### src/rtl/crc10_check_pkg.sv
// CRC10 receive checker: shared constants, FSM encoding and the
// 32-bit CRC step so the transmit generator computes the identical value.
package crc10_check_pkg;

    localparam int CRC10_W = 10;
    localparam logic [CRC10_W-1:0] CRC10_POLY = 10'h233;

    typedef enum logic [1:0] {
        S_IDLE  = 2'd0,
        S_DATA  = 2'd1,
        S_DROP  = 2'd2,
        S_CHECK = 2'd3
    } state_t;

    // Bit 0 of the word is shifted in first, bit 31 last.
    function automatic logic [CRC10_W-1:0] crc10_step32(
        input logic [CRC10_W-1:0] crc,
        input logic [31:0]        word
    );
        logic [CRC10_W-1:0] c;
        logic               fb;
        c = crc;
        for (int i = 0; i < 32; i++) begin
            fb = c[CRC10_W-1] ^ word[i];
            c  = {c[CRC10_W-2:0], 1'b0} ^ (fb ? CRC10_POLY : '0);
        end
        return c;
    endfunction

endpackage

### src/rtl/crc10_check_if.sv
// Valid/ready beat stream carrying 32-bit words plus a last marker.
// master: drives valid/data/last; slave: drives ready.
interface crc10_check_if;

    logic        s_valid;
    logic        s_ready;
    logic [31:0] s_data;
    logic        s_last;

    modport master (
        output s_valid,
        output s_data,
        output s_last,
        input  s_ready
    );

    modport slave (
        input  s_valid,
        input  s_data,
        input  s_last,
        output s_ready
    );

endinterface

### src/rtl/crc10_check_step32.sv
// Pure combinational CRC10 update over one 32-bit word.
// Ports: crc_i (current CRC), data_i (word), crc_o (updated CRC).
module crc10_check_step32
    import crc10_check_pkg::*;
(
    input  logic [CRC10_W-1:0] crc_i,
    input  logic [31:0]        data_i,
    output logic [CRC10_W-1:0] crc_o
);

    assign crc_o = crc10_step32(crc_i, data_i);

endmodule

### src/rtl/crc10_check.sv
// CRC10 frame checker: data beats then a trailer beat holding the CRC.
// Ports: clk, rst_n, s (stream slave), chk_* results, crc_calc, word_cnt.
module crc10_check
    import crc10_check_pkg::*;
#(
    parameter int                 MAX_WORDS = 64,
    parameter logic [CRC10_W-1:0] CRC_INIT  = 10'h000,
    localparam int                CNT_W     = $clog2(MAX_WORDS + 2)
) (
    input  logic                clk,
    input  logic                rst_n,
    crc10_check_if.slave        s,
    output logic                chk_done,
    output logic                chk_ok,
    output logic                chk_err_crc,
    output logic                chk_err_fmt,
    output logic                chk_err_len,
    output logic [CRC10_W-1:0]  crc_calc,
    output logic [CNT_W-1:0]    word_cnt
);

    localparam logic [CNT_W-1:0] CNT_MAX = CNT_W'(MAX_WORDS);
    localparam logic [CNT_W-1:0] CNT_SAT = CNT_W'(MAX_WORDS + 1);

    state_t             state_q, state_d;
    logic [CRC10_W-1:0] crc_q, crc_d;
    logic [CNT_W-1:0]   cnt_q, cnt_d;
    logic [CRC10_W-1:0] crc_calc_q, crc_calc_d;
    logic [CNT_W-1:0]   word_cnt_q, word_cnt_d;
    logic               ok_q, ok_d;
    logic               err_crc_q, err_crc_d;
    logic               err_fmt_q, err_fmt_d;
    logic               err_len_q, err_len_d;

    logic               accept;
    logic [CRC10_W-1:0] crc_base;
    logic [CRC10_W-1:0] crc_next;
    logic [CNT_W-1:0]   cnt_base;
    logic [CNT_W-1:0]   cnt_inc;
    logic               len_err;
    logic               fmt_err;
    logic               crc_err;

    assign accept = s.s_valid & s.s_ready;

    // In IDLE the first beat starts a fresh frame, so the running
    // state is ignored and the step starts from the init values.
    assign crc_base = (state_q == S_IDLE) ? CRC_INIT : crc_q;
    assign cnt_base = (state_q == S_IDLE) ? '0 : cnt_q;
    assign cnt_inc  = (cnt_base == CNT_SAT) ? CNT_SAT : cnt_base + 1'b1;

    assign len_err = (state_q == S_DROP);
    assign fmt_err = |s.s_data[31:CRC10_W];
    assign crc_err = ~len_err & (s.s_data[CRC10_W-1:0] != crc_base);

    crc10_check_step32 u_step (
        .crc_i  (crc_base),
        .data_i (s.s_data),
        .crc_o  (crc_next)
    );

    always_ff @(posedge clk or negedge rst_n) begin
        if (!rst_n) begin
            state_q    <= S_IDLE;
            crc_q      <= CRC_INIT;
            cnt_q      <= '0;
            crc_calc_q <= '0;
            word_cnt_q <= '0;
            ok_q       <= 1'b0;
            err_crc_q  <= 1'b0;
            err_fmt_q  <= 1'b0;
            err_len_q  <= 1'b0;
        end else begin
            state_q    <= state_d;
            crc_q      <= crc_d;
            cnt_q      <= cnt_d;
            crc_calc_q <= crc_calc_d;
            word_cnt_q <= word_cnt_d;
            ok_q       <= ok_d;
            err_crc_q  <= err_crc_d;
            err_fmt_q  <= err_fmt_d;
            err_len_q  <= err_len_d;
        end
    end

    always_comb begin
        state_d = state_q;
        unique case (state_q)
            S_IDLE, S_DATA: begin
                if (accept) begin
                    if (s.s_last) begin
                        state_d = S_CHECK;
                    end else if (cnt_inc > CNT_MAX) begin
                        state_d = S_DROP;
                    end else begin
                        state_d = S_DATA;
                    end
                end
            end
            S_DROP: begin
                if (accept && s.s_last) begin
                    state_d = S_CHECK;
                end
            end
            S_CHECK: state_d = S_IDLE;
            default: state_d = S_IDLE;
        endcase
    end

    // Results are registered on the trailer edge so they are
    // already valid during the CHECK cycle when chk_done is high.
    always_comb begin
        crc_d      = crc_q;
        cnt_d      = cnt_q;
        crc_calc_d = crc_calc_q;
        word_cnt_d = word_cnt_q;
        ok_d       = ok_q;
        err_crc_d  = err_crc_q;
        err_fmt_d  = err_fmt_q;
        err_len_d  = err_len_q;
        if (accept && !s.s_last) begin
            cnt_d = cnt_inc;
            if (state_q != S_DROP) begin
                crc_d = crc_next;
            end
        end
        if (accept && s.s_last) begin
            crc_d      = CRC_INIT;
            cnt_d      = '0;
            crc_calc_d = crc_base;
            word_cnt_d = cnt_base;
            err_len_d  = len_err;
            err_fmt_d  = fmt_err;
            err_crc_d  = crc_err;
            ok_d       = ~(len_err | fmt_err | crc_err);
        end
    end

    always_comb begin
        s.s_ready   = (state_q != S_CHECK);
        chk_done    = (state_q == S_CHECK);
        chk_ok      = ok_q;
        chk_err_crc = err_crc_q;
        chk_err_fmt = err_fmt_q;
        chk_err_len = err_len_q;
        crc_calc    = crc_calc_q;
        word_cnt    = word_cnt_q;
    end

endmodule

### src/flat_wrapper.sv
// flat-port wrapper written by rule: the top's interface ports become plain ports
module crc10_check_flat import crc10_check_pkg::*;
#(
    parameter int                 MAX_WORDS = 64,
    parameter logic [CRC10_W-1:0] CRC_INIT  = 10'h000,
    localparam int                CNT_W     = $clog2(MAX_WORDS + 2)
)
  (clk, rst_n, chk_done, chk_ok, chk_err_crc, chk_err_fmt, chk_err_len, crc_calc, word_cnt, s_s_valid, s_s_data, s_s_last, s_s_ready);
  crc10_check_if s_i ();
  input  logic clk;
  input  logic rst_n;
  output logic chk_done;
  output logic chk_ok;
  output logic chk_err_crc;
  output logic chk_err_fmt;
  output logic chk_err_len;
  output logic [CRC10_W-1:0] crc_calc;
  output logic [CNT_W-1:0] word_cnt;
  input wire logic [$bits(s_i.s_valid)-1:0] s_s_valid;
  input wire logic [$bits(s_i.s_data)-1:0] s_s_data;
  input wire logic [$bits(s_i.s_last)-1:0] s_s_last;
  output wire logic [$bits(s_i.s_ready)-1:0] s_s_ready;
  assign s_i.s_valid = s_s_valid;
  assign s_i.s_data = s_s_data;
  assign s_i.s_last = s_s_last;
  assign s_s_ready = s_i.s_ready;
  crc10_check #(.MAX_WORDS(MAX_WORDS), .CRC_INIT(CRC_INIT)) u_core (.clk(clk), .rst_n(rst_n), .s(s_i), .chk_done(chk_done), .chk_ok(chk_ok), .chk_err_crc(chk_err_crc), .chk_err_fmt(chk_err_fmt), .chk_err_len(chk_err_len), .crc_calc(crc_calc), .word_cnt(word_cnt));
endmodule
### config.mk
export PLATFORM = sky130hd
export DESIGN_NAME = crc10_check_flat
export DESIGN_NICKNAME = d
export VERILOG_FILES = /design/src/rtl/crc10_check_pkg.sv /design/src/rtl/crc10_check_if.sv /design/src/rtl/crc10_check_step32.sv /design/src/rtl/crc10_check.sv /design/src/flat_wrapper.sv
export SDC_FILE = /design/constraint.sdc
export NUM_CORES = 1
export LEC_CHECK = 0
export BUFFER_PORTS_ARGS = -buffer_cell sky130_fd_sc_hd__buf_2
export CORE_UTILIZATION = 45
export CTS_CLUSTER_DIAMETER = 100
export DETAILED_ROUTE_END_ITERATION = 10
export GPL_ROUTABILITY_DRIVEN = 0
export GPL_TIMING_DRIVEN = 0
export PLACE_DENSITY = 0.64
export SYNTH_ARGS = -nofsm -noshare
export SYNTH_HDL_FRONTEND = slang
export SYNTH_SLANG_ARGS = --single-unit
export TNS_END_PERCENT = 10
### constraint.sdc
create_clock -name clk -period 3.2 [get_ports clk]
set_input_delay 0.64 -clock clk [delete_from_list [all_inputs] [get_ports clk]]
set_output_delay 0.64 -clock clk [all_outputs]
set_load 0.02 [all_outputs]
== Yosys cells after proc, flatten, opt, wreduce, memory -nomap -nowiden ==
Index checks and enable logic that the tools add are counted.

* Word-level logic and storage cells: 145
* Output and inout bits: 23
* Register bits: 40
* Input port bits: 36

* Reduce and logical (&&, ||, !) cells: 10
* Add/sub/neg operators: 1
* Bitwise logic cells: 70
* Equal/unequal tests: 9
* Mux-type cells: 45
* Magnitude comparators: 1

{| class="wikitable"
|+ Operators by type and width
! cell !! count
|-
| 2-to-1 mux 10 bit || 36
|-
| XOR 10 bit || 32
|-
| XOR 1 bit || 32
|-
| 2-to-1 mux 7 bit || 4
|-
| OR reduction 22 bit || 1
|-
| != test 10 bit || 1
|-
| 2-to-1 mux 2 bit || 4
|-
| adder 7 x 1 -> 7 bit (second input constant) || 1
|-
| == test 7 bit (second input constant) || 1
|-
| > comparator 7 bit (second input constant) || 1
|-
| != test 2 bit (second input constant) || 3
|-
| case mux 2 bit (3 select lines) || 1
|-
| == test 2 bit (second input constant) || 2
|-
| AND reduction 2 bit || 2
|-
| nonzero test 2 bit || 2
|-
| bitwise AND 1 bit || 2
|-
| == test 2 x 1 -> 1 bit (second input constant) || 1
|-
| logical AND 1 bit || 2
|-
| zero test 2 bit || 1
|-
| != test 2 x 1 -> 1 bit (second input constant) || 1
|-
| NOT 1 bit || 2
|-
| OR 1 bit || 2
|-
| OR reduction 2 bit || 1
|-
| zero test 1 bit || 1
|}

== Logic depth before layout (Yosys ltp) ==
* Word-level depth: 101
* Mapped depth: 12
* Mapped depth without buffers: 11

== By module ==
A second synthesis with hierarchy kept.

* Cell total of the unflattened synthesis: 285
* Area total of the unflattened synthesis: 2960.3 um^2

{| class="wikitable"
|+ By module, submodules not included
! module !! cells an instance !! times used !! area each (um^2) !! seq. area each (um^2)
|-
| crc10_check || 209 || 1 || 2078.2 || 1001.0
|-
| crc10_check_step32 || 76 || 1 || 882.1 || 0.0
|}

== Worst setup path before layout ==
OpenSTA, ideal clock, no wires.

* Path type: in2reg
* Start point: input s_s_data[3]
* End point: register u_core.crc_q[4]
* Cell stages on the path: 8
* Setup time: 127 ps
* Data required time: 3073 ps
* Setup slack: 611 ps
* Data arrival time: 2462 ps
* Path buffers: 0
* Cell sequence: xnor2_1 -> xnor3_2 -> xor2_1 -> xnor2_1 -> xnor3_2 -> xor2_2 -> xnor2_1 -> o21ai_1

* Longest elaborated chain between the ends: 90

{| class="wikitable"
|+ RTL lines
! element !! RTL line !! text
|-
| start: declaration || flat_wrapper.sv:20 || <nowiki>input wire logic [$bits(s_i.s_data)-1:0] s_s_data;</nowiki>
|-
| XOR 1 bit (*) || crc10_check_pkg.sv:24 || <nowiki>fb = c[CRC10_W-1] ^ word[i];</nowiki>
|-
| 2-to-1 mux 10 bit (*) || crc10_check_pkg.sv:25 || <nowiki>c = {c[CRC10_W-2:0], 1'b0} ^ (fb ? CRC10_POLY : '0);</nowiki>
|-
| XOR 10 bit (*) || crc10_check_pkg.sv:25 ||
|-
| XOR 1 bit || crc10_check_pkg.sv:24 ||
|-
| 2-to-1 mux 10 bit || crc10_check_pkg.sv:25 ||
|-
| XOR 10 bit (*) || crc10_check_pkg.sv:25 ||
|-
| XOR 1 bit || crc10_check_pkg.sv:24 ||
|-
| 2-to-1 mux 10 bit || crc10_check_pkg.sv:25 ||
|-
| [74 not listed] || n/a ||
|-
| 2-to-1 mux 10 bit || crc10_check_pkg.sv:25 ||
|-
| XOR 10 bit (*) || crc10_check_pkg.sv:25 ||
|-
| XOR 1 bit || crc10_check_pkg.sv:24 ||
|-
| 2-to-1 mux 10 bit || crc10_check_pkg.sv:25 ||
|-
| XOR 10 bit (*) || crc10_check_pkg.sv:25 ||
|-
| 2-to-1 mux 10 bit (*) || crc10_check.sv:123 || <nowiki>if (state_q != S_DROP) begin</nowiki>
|-
| 2-to-1 mux 10 bit (*) || crc10_check.sv:121 || <nowiki>if (accept && !s.s_last) begin</nowiki>
|-
| 2-to-1 mux 10 bit (*) || crc10_check.sv:127 || <nowiki>if (accept && s.s_last) begin</nowiki>
|-
| end signal: assignment || crc10_check.sv:75 || <nowiki>crc_q <= crc_d;</nowiki>
|-
| end: declaration || crc10_check.sv:26 || <nowiki>logic [CRC10_W-1:0] crc_q, crc_d;</nowiki>
|}

Mark *: on every way between the ends. The rest lies on a longest branch, timed or not. The select of a mux whose other input is x is not followed.
A chain may end at the register's enable or synchronous reset.

== Worst setup path after layout ==
* Start point: register u_core.state_q[1]
* End point: register u_core.crc_q[9]

* Longest elaborated chain between the ends: 101
* Elaborated cells between the ends (all ways): 109
* Those cells by class: eq/ne (2); mux (36); bitwise (65); reduce/logical (6)

{| class="wikitable"
|+ RTL lines
! element !! RTL line !! text
|-
| start: declaration || crc10_check.sv:25 || <nowiki>state_t state_q, state_d;</nowiki>
|-
| start signal: assignment || crc10_check.sv:74 || <nowiki>state_q <= state_d;</nowiki>
|-
| zero test 2 bit || crc10_check.sv:48 || <nowiki>assign crc_base = (state_q == S_IDLE) ? CRC_INIT : crc_q;</nowiki>
|-
| 2-to-1 mux 10 bit || crc10_check.sv:48 ||
|-
| XOR 1 bit || crc10_check_pkg.sv:24 ||
|-
| 2-to-1 mux 10 bit || crc10_check_pkg.sv:25 ||
|-
| XOR 10 bit || crc10_check_pkg.sv:25 ||
|-
| XOR 1 bit || crc10_check_pkg.sv:24 ||
|-
| 2-to-1 mux 10 bit || crc10_check_pkg.sv:25 ||
|-
| XOR 10 bit || crc10_check_pkg.sv:25 ||
|-
| [85 not listed] || n/a ||
|-
| 2-to-1 mux 10 bit || crc10_check_pkg.sv:25 ||
|-
| XOR 10 bit || crc10_check_pkg.sv:25 ||
|-
| XOR 1 bit || crc10_check_pkg.sv:24 ||
|-
| 2-to-1 mux 10 bit || crc10_check_pkg.sv:25 ||
|-
| XOR 10 bit || crc10_check_pkg.sv:25 ||
|-
| 2-to-1 mux 10 bit || crc10_check.sv:123 ||
|-
| 2-to-1 mux 10 bit || crc10_check.sv:121 ||
|-
| 2-to-1 mux 10 bit || crc10_check.sv:127 ||
|}

Several ways; a longest one is shown, not always the timed one. The select of a mux whose other input is x is not followed.

==> results.md <==
- Global-route usage over all layers: 22.51%
- Total Negative Setup Slacks: 0 ns
- Summed instance area of the synthesized netlist: 2992 um2
- Mapped Cells: 330
- Maximum number of buffers from clock root to sink: 2
- Hold-fix buffers, CTS: 0
- Post-DP Area: 3368 um2
- CP arrival: 3.01 ns
- Placed cell count: 463
- Met3 Usage GRT: 3.759%
- Final number of max-transition violations: 0
- Number of remaining DRC errors: 0
- Number of design-rule violations left by the first detailed-router iteration: 206
- Post-CTS setup repair buffer count: 0
- Clock tree from TritonCTS: yes
- Final setup violation count: 0
- Number of synthesized register bits: 40
- Largest net degree at the start of global routing: 41
- Mean number of vias per cell: around 5.4
- Relative max-transition margin: 41.87%
- Diode insertion count for antenna repair: 0
- I/O pin cnt: 59
- Die height: 83.54 um
- Status: completed
- Min-Delay Path Class: in -> async
- Post-route cell area: 3485 um2
- Crit. End Element: flop
- First-pass GRT wire length: 12400 um
- Sequential share of the synthesized area: 33.46%
- Routed wire length per instance: 15.76 um
- Most common cell after layout, fill and taps aside: sky130_fd_sc_hd__xnor2_1
- Critical Path Most Common Cell: sky130_fd_sc_hd__xnor2_1
- Largest driver fanout on the critical path: 9
- Horiz. Die Dim: around 84 um
- Share of layout cells above drive strength 1: 20.30%
- YS warnings: 0
- Worst clock skew: 0.007851 ns
- Reg-to-reg setup timing slack: between 0.3 and 0.4 ns
- Non-filler instance count after layout: 471
- Type of element launching the critical path: flop
- Remaining antenna violation count after routing: 0
- Die area: between 6000 and 7000 um2
- Worst slack after detailed placement: 0.2247 ns
- Bufs and invs on worst path: 0
- Crit-path max cell delay: 0.49 ns
- Vias: 2552
- DR pass1 iterations: 5
- Commonest non-fill, non-tap cells in the layout: sky130_fd_sc_hd__xnor2_1 (63), sky130_fd_sc_hd__buf_2 (60), sky130_fd_sc_hd__nand2_1 (54), sky130_fd_sc_hd__dfrtp_1 (40), sky130_fd_sc_hd__o21ai_0 (30)
- GRT met2 Usage: between 30% and 40%
- Global-route congestion overflow total: 0
- Synthesis-to-finish area growth: 16.48%
- PwrDens: 1103 nW/um2
- Initial cell density of the core: 46.85%
- Core Box Area: between 6000 and 7000 um2
- WP data required: 3.38 ns
- Critical-path top delay cell: sky130_fd_sc_hd__dfrtp_1
- Maximum clock frequency: around 350 MHz
- Series of cell instances along the critical path: o21ai_0, xnor3_1, xor2_1, xnor2_1, xnor3_2, xor2_2, xnor2_1, o21ai_1
- Number of max-capacitance violations reported: 0
- Fin. Hold Viols: 0
- Number of antenna violations at the first check in global routing: 0
- GRT met1 Usage: 33.23%
- Most crowded layer after global routing: met2
- Sinks on Clock Net: 40
- Maximum resistive drop on vdd: 0.001091 V
- Shortest clock period the worst path allows after layout: 2.827 ns
- Clock Latency Late Sink: between 0.2 and 0.3 ns
- Static Leak: 1.574 nW
- Clock buffer count from CTS: 5
- Average size of a mapped cell: approximately 9.1 um2
- Number of global-route vias before repair: 2410
- Part of the cycle the worst path needs: 88.34%
- Level count of the clock H-tree: 2
- Crit path max-delay family: XOR/XNOR gates
- Worst-margin pin slew: 0.8720 ns
- Placed wire-length estimate after detailed placement: 5852 um
- Port Buffers: 56
- Count of cells resized by post-cts repair: 0
- Post-layout worst setup margin: 0.3730 ns
- Number of standard-cell rows in the floorplan: 29
- Root buffer selected by CTS: sky130_fd_sc_hd__clkbuf_8
- RSZ-0062 raised after global routing: no
- Number of nets produced by synthesis: 368
- WS Path Type: reg -> reg
- Number of unique standard cell types used by synthesis: 38
- Clock Pin Slew Worst Setup and Hold Paths: 0.09 ns
- Total Nets Final: 431
- Final WL: between 7000 and 8000 um
- Overall Power: between 3 and 4 mW
## synthesized netlist by cell type
library cell | count | area, um2
sky130_fd_sc_hd__nand4_1 | 3 | 18.77
sky130_fd_sc_hd__buf_2 | 4 | 20.02
sky130_fd_sc_hd__o31ai_1 | 2 | 15.01
sky130_fd_sc_hd__xor2_2 | 1 | 16.27
sky130_fd_sc_hd__or2_1 | 1 | 6.260
sky130_fd_sc_hd__nor2b_1 | 1 | 6.260
sky130_fd_sc_hd__clkbuf_1 | 13 | 48.80
sky130_fd_sc_hd__and4bb_2 | 1 | 12.51
sky130_fd_sc_hd__xor2_1 | 23 | 201.4
sky130_fd_sc_hd__xnor3_1 | 6 | 135.1
sky130_fd_sc_hd__o2111ai_1 | 1 | 8.760
sky130_fd_sc_hd__nand2b_1 | 2 | 12.51
sky130_fd_sc_hd__o32a_1 | 1 | 10.01
sky130_fd_sc_hd__a21oi_1 | 4 | 20.02
sky130_fd_sc_hd__inv_1 | 5 | 18.77
sky130_fd_sc_hd__nand3_1 | 5 | 25.02
sky130_fd_sc_hd__nand2_1 | 54 | 202.7
sky130_fd_sc_hd__o21a_1 | 2 | 15.01
sky130_fd_sc_hd__xnor3_2 | 2 | 47.55
sky130_fd_sc_hd__a31oi_1 | 6 | 37.54
sky130_fd_sc_hd__a211oi_1 | 1 | 7.510
sky130_fd_sc_hd__a21o_1 | 3 | 22.52
sky130_fd_sc_hd__dfrtp_1 | 40 | 1001
sky130_fd_sc_hd__or2_2 | 1 | 6.260
sky130_fd_sc_hd__nor4_1 | 8 | 50.05
sky130_fd_sc_hd__mux2_2 | 1 | 11.26
sky130_fd_sc_hd__nor3_1 | 1 | 5.000
sky130_fd_sc_hd__o32ai_1 | 4 | 35.03
sky130_fd_sc_hd__nor2_2 | 1 | 6.260
sky130_fd_sc_hd__a32o_1 | 2 | 20.02
sky130_fd_sc_hd__ha_1 | 2 | 25.02
sky130_fd_sc_hd__xnor2_1 | 63 | 551.8
sky130_fd_sc_hd__o21ai_0 | 30 | 150.1
sky130_fd_sc_hd__xnor2_2 | 4 | 65.06
sky130_fd_sc_hd__o21ai_2 | 1 | 8.760
sky130_fd_sc_hd__o21ai_1 | 5 | 25.02
sky130_fd_sc_hd__nor2_1 | 22 | 82.58
sky130_fd_sc_hd__nor4bb_1 | 4 | 40.04
## stage by stage
step	utilization (%)	hold WS (ns)
CTS	54.57	0.4811
finish	54.57	0.4485
detailed placement	52.74	0.4650
global route	54.57	0.5099
global placement	52.74	0.4565
floorplan	-	0.3444
## logic make-up (layout without fill, tap and decap cells)
group / Yosys count / in the layout / synth area share, %
adders and majority gates: 2 / 2 / 0.8363
buffers and inverters: 22 / 86 / 2.928
muxes: 1 / 1 / 0.3764
xor gates and xnor gates: 99 / 99 / 34.00
AOI/OAI and AO/OA: 62 / 62 / 12.55
and+or+nand+nor: 104 / 104 / 15.85
DFF: 40 / 40 / 33.46
## power breakdown
part | leakage [nW] | internal, mW | switching (mW)
clock network | 0.0583 | 0.235 | 0.190
logic | 0.987 | 1.26 | 1.42
registers | 0.529 | 0.637 | 0.102
total | 1.57 | 2.13 | 1.71
## path summary, 6_finish.rpt
path	from	endpoint	depth (start not counted)
max in group asynchronous	rst_n	u_core.chk_err_fmt$_DFFE_PN0P_	1
min in group clk	u_core.crc_calc[3]$_DFFE_PN0P_	u_core.crc_calc[3]$_DFFE_PN0P_	2
hold reg to reg	u_core.crc_calc[3]$_DFFE_PN0P_	u_core.crc_calc[3]$_DFFE_PN0P_	2
setup / recovery	u_core.state_q[1]$_DFFE_PN0P_	u_core.crc_q[9]$_DFFE_PN0P_	8
hold / removal	rst_n	u_core.cnt_q[4]$_DFFE_PN0P_	1
setup reg to reg	u_core.state_q[1]$_DFFE_PN0P_	u_core.crc_q[9]$_DFFE_PN0P_	8
## layer usage
layer,part of all wire [%],wire length [um],vias up
li1,-,-,1237
met1,47,3515,1221
met2,46,3411,86
met3,5.8,429,8
met4,0.92,68,0
met5,0,0,-
## flip-flops by register name, summed over array words and instances, names as in the netlist
signal and cells:
u_core.chk_err_crc 1, u_core.chk_err_fmt 1, u_core.chk_err_len 1, u_core.chk_ok 1
u_core.cnt_q 7, u_core.crc_calc 10, u_core.crc_q 10, u_core.state_q 2
u_core.word_cnt 7
## cell type report
type | count | area [um2]
Fill cell | 605 | 2902
Multi-Input combinational cell | 268 | 1903
Sequential cell | 40 | 1001
Timing Repair Buffer | 56 | 280.3
Tap cell | 77 | 96.34
Clock buffer | 5 | 68.82
Buffer | 17 | 68.82
Clock inverter | 3 | 47.55
Inverter | 5 | 18.77
Power figures use the tool's default switching activity.
